## src/rtl/multicycle_control_unit.sv

```systemverilog
// Multi-cycle RV32 control FSM: FETCH/DECODE/EXECUTE/MEM/WRITEBACK/TRAP.
// In: clk, rst_n, instr, mem_ready, branch_taken. Out: datapath controls,
// memory strobes, IR/PC load, trap flag, FSM state and retired count.
module multicycle_control_unit #(
  parameter bit ENABLE_LOADSTORE = 1'b1,
  parameter bit ENABLE_UPPER     = 1'b1,
  parameter int CNT_W            = 32
) (
  input  logic             clk,
  input  logic             rst_n,
  input  logic [31:0]      instr,
  input  logic             mem_ready,
  input  logic             branch_taken,
  output logic             ir_write,
  output logic             pc_write,
  output logic [1:0]       pc_src,
  output logic             mem_req,
  output logic             mem_we,
  output logic             mem_addr_src,
  output logic [3:0]       alu_op,
  output logic [1:0]       alu_a_src,
  output logic             alu_b_src,
  output logic [2:0]       branch_cond,
  output logic             reg_write_en,
  output logic [1:0]       rd_src,
  output logic             illegal_instr,
  output logic [2:0]       state,
  output logic [CNT_W-1:0] instret
);

  typedef enum logic [2:0] {
    S_FETCH  = 3'd0,
    S_DECODE = 3'd1,
    S_EXEC   = 3'd2,
    S_MEM    = 3'd3,
    S_WB     = 3'd4,
    S_TRAP   = 3'd5
  } state_t;

  localparam logic [6:0] OP_R     = 7'b0110011;
  localparam logic [6:0] OP_I     = 7'b0010011;
  localparam logic [6:0] OP_BR    = 7'b1100011;
  localparam logic [6:0] OP_JAL   = 7'b1101111;
  localparam logic [6:0] OP_JALR  = 7'b1100111;
  localparam logic [6:0] OP_LOAD  = 7'b0000011;
  localparam logic [6:0] OP_STORE = 7'b0100011;
  localparam logic [6:0] OP_LUI   = 7'b0110111;
  localparam logic [6:0] OP_AUIPC = 7'b0010111;

  state_t state_q, state_d;
  logic   ill_q;
  logic   ir_w, pc_w, mreq, mwe, rwe;

  logic [6:0] opc;
  logic [2:0] f3;
  logic       f7b;
  logic       unused_bits;

  assign opc = instr[6:0];
  assign f3  = instr[14:12];
  assign f7b = instr[30];
  assign unused_bits = ^{instr[31], instr[29:15], instr[11:7]};

  logic is_r, is_i, is_br, is_jal, is_jalr;
  logic is_ld, is_st, is_lui, is_aui, legal;

  assign is_r    = (opc == OP_R);
  assign is_i    = (opc == OP_I);
  assign is_br   = (opc == OP_BR);
  assign is_jal  = (opc == OP_JAL);
  assign is_jalr = (opc == OP_JALR);
  assign is_ld   = ENABLE_LOADSTORE && (opc == OP_LOAD);
  assign is_st   = ENABLE_LOADSTORE && (opc == OP_STORE);
  assign is_lui  = ENABLE_UPPER && (opc == OP_LUI);
  assign is_aui  = ENABLE_UPPER && (opc == OP_AUIPC);
  assign legal   = is_r | is_i | is_br | is_jal | is_jalr
                 | is_ld | is_st | is_lui | is_aui;

  always_ff @(posedge clk) begin
    if (!rst_n) begin
      state_q <= S_FETCH;
      ill_q   <= 1'b0;
      instret <= '0;
    end else begin
      state_q <= state_d;
      if (state_q == S_DECODE && !legal)
        ill_q <= 1'b1;
      if (pc_write)
        instret <= instret + 1'b1;
    end
  end

  always_comb begin
    state_d      = state_q;
    ir_w         = 1'b0;
    pc_w         = 1'b0;
    mreq         = 1'b0;
    mwe          = 1'b0;
    rwe          = 1'b0;
    pc_src       = 2'b00;
    mem_addr_src = 1'b0;
    alu_op       = 4'b0000;
    alu_a_src    = 2'b00;
    alu_b_src    = 1'b0;
    branch_cond  = 3'b010;
    rd_src       = 2'b00;
    case (state_q)
      S_FETCH: begin
        mreq = 1'b1;
        if (mem_ready) begin
          ir_w    = 1'b1;
          state_d = S_DECODE;
        end
      end
      S_DECODE: state_d = legal ? S_EXEC : S_TRAP;
      S_EXEC: begin
        unique case (1'b1)
          is_r: begin
            alu_op    = {f7b, f3};
            alu_a_src = 2'b01;
            alu_b_src = 1'b1;
            state_d   = S_WB;
          end
          is_i: begin
            // only shifts (f3=101) take the arithmetic bit from the imm
            alu_op    = {(f3 == 3'b101) & f7b, f3};
            alu_a_src = 2'b01;
            state_d   = S_WB;
          end
          is_lui: begin
            alu_a_src = 2'b10;
            state_d   = S_WB;
          end
          is_aui: state_d = S_WB;
          is_ld, is_st: begin
            alu_a_src = 2'b01;
            state_d   = S_MEM;
          end
          is_br: begin
            branch_cond = f3;
            pc_w        = 1'b1;
            pc_src      = {1'b0, branch_taken};
            state_d     = S_FETCH;
          end
          is_jal: begin
            branch_cond = 3'b011;
            rwe         = 1'b1;
            rd_src      = 2'b10;
            pc_w        = 1'b1;
            pc_src      = 2'b01;
            state_d     = S_FETCH;
          end
          is_jalr: begin
            alu_a_src   = 2'b01;
            branch_cond = 3'b011;
            rwe         = 1'b1;
            rd_src      = 2'b10;
            pc_w        = 1'b1;
            pc_src      = 2'b10;
            state_d     = S_FETCH;
          end
          default: state_d = S_TRAP;
        endcase
      end
      S_MEM: begin
        mreq         = 1'b1;
        mem_addr_src = 1'b1;
        mwe          = is_st;
        if (mem_ready) begin
          if (is_st) begin
            pc_w    = 1'b1;
            state_d = S_FETCH;
          end else begin
            state_d = S_WB;
          end
        end
      end
      S_WB: begin
        rwe     = 1'b1;
        rd_src  = is_ld ? 2'b01 : 2'b00;
        pc_w    = 1'b1;
        state_d = S_FETCH;
      end
      S_TRAP: state_d = S_TRAP;
      default: state_d = S_FETCH;
    endcase
  end

  // strobes are held low for the whole reset cycle
  assign ir_write      = rst_n & ir_w;
  assign pc_write      = rst_n & pc_w;
  assign mem_req       = rst_n & mreq;
  assign mem_we        = rst_n & mwe;
  assign reg_write_en  = rst_n & rwe;
  assign illegal_instr = ill_q;
  assign state         = state_q;

endmodule

```

## config.mk

```make
export PLATFORM = sky130hd
export DESIGN_NAME = multicycle_control_unit
export DESIGN_NICKNAME = d
export VERILOG_FILES = /design/src/rtl/multicycle_control_unit.sv
export SDC_FILE = /design/constraint.sdc
export NUM_CORES = 1
export LEC_CHECK = 0
export CAP_MARGIN = 10
export CORE_MARGIN = 5
export CORE_UTILIZATION = 42
export CTS_CLUSTER_SIZE = 8
export DETAILED_ROUTE_END_ITERATION = 10
export PLACE_DENSITY = 0.85
export SYNTH_ARGS = -nofsm -noshare
export SYNTH_HDL_FRONTEND = slang
export SYNTH_SLANG_ARGS = --single-unit
export TNS_END_PERCENT = 100
```

## constraint.sdc

```tcl
create_clock -name clk -period 4.1 [get_ports clk]
set_input_delay 0.41 -clock clk [delete_from_list [all_inputs] [get_ports clk]]
set_output_delay 0.41 -clock clk [all_outputs]
set_load 0.02 [all_outputs]
```

Word level (Yosys, flattened, before mapping):

Index checks and enable logic that the tools add are counted.

* register bits after elaboration: 36
* input bits: 36
* output and inout bits: 56
* word-level logic and storage cells: 75

* add/subtract/negate cells: 1
* equal/unequal tests: 17
* multiplexer cells: 30
* bitwise logic cells: 14
* reductions and logical operators: 10

Operators by type and width (count)
* 32-bit by 1-bit adder with 32-bit output, second input constant: 1
* 7-bit by 6-bit == test with 1-bit output, second input constant: 3
* 7-bit == test, second input constant: 3
* 3-bit two-way mux: 5
* 3-bit case mux with 5 select lines: 1
* 7-bit by 5-bit == test with 1-bit output, second input constant: 2
* 1-bit two-way mux: 12
* 3-bit == test, second input constant: 3
* 3-bit case mux with 3 select lines: 1
* 1-bit OR: 8
* 2-bit case mux with 2 select lines: 2
* 4-bit case mux with 2 select lines: 1
* 7-bit by 2-bit == test with 1-bit output, second input constant: 1
* 1-bit bitwise AND: 6
* 3-bit by 2-bit == test with 1-bit output, second input constant: 2
* 2-bit two-way mux: 3
* 2-bit case mux with 3 select lines: 1
* 3-bit case mux with 2 select lines: 1
* 2-bit OR reduction: 3
* 5-bit OR reduction: 1
* 4-bit two-way mux: 1
* 2-bit != test, second input constant: 2
* 4-bit OR reduction: 1
* 3-bit by 1-bit == test with 1-bit output, second input constant: 1
* 7 further kinds: 7

Logic depth before layout (Yosys ltp):

* depth in word-level cells: 11
* depth in mapped cells: 7
* gate-level depth less buffers: 5

Worst setup path before layout:

No wires, ideal clock.

* kind: flip-flop to output port
* from: reg state_q[1] (netlist: state[1])
* to: out pc_src[0]
* data arrival time: 2.030 ns
* path slack: 1.660 ns
* stages on the path, launching flop included: 6
* buffers on the path: 1
* path through: dfxtp_1 -> clkbuf_1 -> nor2b_1 -> nand3_1 -> nor3_1 -> a22o_1

* word-level cells in the longest chain between the ends: 2

RTL lines
* from (decl): RTL line 50 `state_t state_q, state_d;`
* from (signal assigned): RTL line 85 `state_q <= state_d;`
* 3-bit by 2-bit == test with 1-bit output: RTL line 107 `case (state_q)`
* 2-bit two-way mux: RTL line 107
* to (decl): RTL line 16 `output logic [1:0] pc_src,`

No other way between the ends.

Final worst setup path:

* from: reg state_q[1] (netlist: state[1])
* to: out alu_op[3]

* word-level cells in the longest chain between the ends: 2

RTL lines
* 3-bit by 2-bit == test with 1-bit output: RTL line 107
* 4-bit two-way mux: RTL line 107
* to (decl): RTL line 20 `output logic [3:0] alu_op,`

No other way between the ends.

==> out/metrics.cfg <==
[detailed_routing]
drt-total-wl_mm=5.80
avgRoutedWirePerCell_um=14.1
dr.pass1.iters=4
postRouteAntennaNets=0
initialDrtViolationCount=88
vias=2219
avgViaCountPerCell=5.41
drc=0

[clock_network]
cts_root_buffer=clkbuf_8
htreeDepth=2
insertion_delay_ns=0.29
cts_tree=built
cts_hold_buffers=0
post_cts_buffers=0
clkTransAtPathRegs_ns=0.07
cts.path.max_buffers=2
cts_made_buffers=5
post_cts_resized=0
clock_sinks=36

[placed_design]
portBuffers=70
dp_slack_ns=1.02
placedCellCount=402
dp_hpwl_mm=4.26
dpl_cell_area_um2=2920
gp_congestion=0.811

[worst_setup_path]
criticalPathCategory=reg -> out
cpPeakStageDelay_ns=0.61
required_ns=3.69
cpMaxStageDelayCell=nor4b_1
crit_path_max_fanout=14
cp_data_arrival_time_ns=2.74
crit_chain=nor2b_1 > nand3_1 > nor4b_1 > o211a_1 > clkdlybuf4s50_1
crit_path_end_kind=output port
crit_buf_inv=1
cpLargestDelayFamily=simple AND/OR/NAND/NOR gates
start_kind=flop

[cells_and_area]
most-common-layout-cells=clkdlybuf4s50_1, nor2_1, dfxtp_1
num_antenna_cells=0
final_common_cell=clkdlybuf4s50_1
final_cells=410
fin_util=0.593
drive_gt1_frac=0.0647
area_growth_pct=38.5
stdcell_area_um2=3010
nNetsFinal=376
nFillCells=469

[sta]
slew-limit-headroom=0.539
max_freq_mhz=317
tns_ns=0
setup_ws_ns=0.945
setup_viol=0
finalCritPeriodShare=0.769
slew_viol_final=0
rsz0062_at_grt=false
tightest_slew_ns=0.682
final-hold-violation-count=0
hold_ws_ns=0.468
clock_skew_ns=0.00774
fin_crit_ns=3.15

[yosys]
synth_nets=311
yosys.area_share.simple=0.322
yosysWarnings=0
synth_area_per_cell_um2=7.94
synth_top_family_by_area=simple AND/OR/NAND/NOR gates
ys_seq_elements=36
synth_compound_gate_area_share=0.203
synth_mux_area_frac=0.00460
synthAdderAreaFrac=0.00575
synth-edff-count=0
ys.flop_type=dfxtp_1
ys_types=44
synthCells=274
yosys.area_share.xor_xnor=0.0926
ys_async_sr_fraction=0
yosysSeqAreaShare=0.331
synth_area_um2=2170

[floorplan]
rows=26
ios=92
coreArea_um2=5070
die_h_um=82.0
start_util=0.429
dieArea_um2=6720
die_width_um=82.0

[global_routing]
grt_usage=0.179
grt_remaining_overflow=0
grt_max_degree=28
grt_pass1_vias=2086
antenna_found_initial=0
grt_pass1_wl_mm=9.52

[power]
finalPower_uw=697
ir_drop_mv=0.197
p_leak_nw=0.969
powerDensity_nw_per_um2=231

[hold_path]
hold_path.class=reg -> reg

[run_status]
status=complete, no violations

[flow_run]
drv_cap=0

==> flip-flops by register name, summed over array words and instances, names as in the netlist <==
name	count
illegal_instr	1
instret	32
state	3
==> metal layers <==
metal  up-vias  share of wire  GRT usage
li1       1111              -          -
met1      1037           0.45      0.231
met2        65           0.47      0.286
met3         6          0.068     0.0428
met4         0          0.011     0.0681
met5         -              0          0
==> cells in the mapped netlist, drive strengths merged (4+ instances only) <==
library cell | instances | area share
a2111oi | 9 | 0.045
a211oi | 10 | 0.035
a21oi | 20 | 0.046
and2 | 7 | 0.020
and4 | 7 | 0.028
buf | 5 | 0.012
clkbuf | 9 | 0.016
dfxtp | 36 | 0.33
inv | 8 | 0.014
nand2 | 28 | 0.048
nand2b | 4 | 0.012
nand3 | 15 | 0.035
nand4 | 7 | 0.030
nor2 | 37 | 0.064
nor2b | 4 | 0.012
nor3 | 4 | 0.0092
nor3b | 5 | 0.022
o21ai | 7 | 0.016
xnor2 | 23 | 0.093
==> cell families (layout without fill, tap and decap cells) <==
kind of cell | count (synthesis) | count (layout)
AOI/OAI and AO/OA | 61 | 61
xor gates and xnor gates | 23 | 23
and+or+nand+nor | 130 | 130
muxes | 1 | 1
adders and majority gates | 1 | 1
buffers and inverters | 22 | 88
DFF | 36 | 36
==> final timing paths <==
| path | from | end | slack, ns | depth (start not counted) |
|---|---|---|---|---|
| setup reg to reg | state[0] | instret[29] | 1.49 | 5 |
| setup / recovery | state[1] | alu_op[3] | 0.95 | 5 |
| hold reg to reg | illegal_instr | illegal_instr | 0.47 | 1 |
| hold / removal | illegal_instr | illegal_instr | 0.47 | 1 |
==> power breakdown <==
part           switching [mW]  internal, mW
logic                  0.0394        0.0343
clock network           0.129         0.134
registers             0.00754         0.353
total                   0.176         0.521
==> cell type report <==
type | count | area, um^2 | area share
Clock inverter | 2 | 10.0 | 0.00332
Tap cell | 70 | 87.6 | 0.0291
Inverter | 8 | 30.0 | 0.00997
Sequential cell | 36 | 721 | 0.239
Timing Repair Buffer | 72 | 716 | 0.238
Multi-Input combinational cell | 216 | 1370 | 0.453
Clock buffer | 6 | 82.6 | 0.0274
Note: power is estimated with default switching activity, not from simulation.
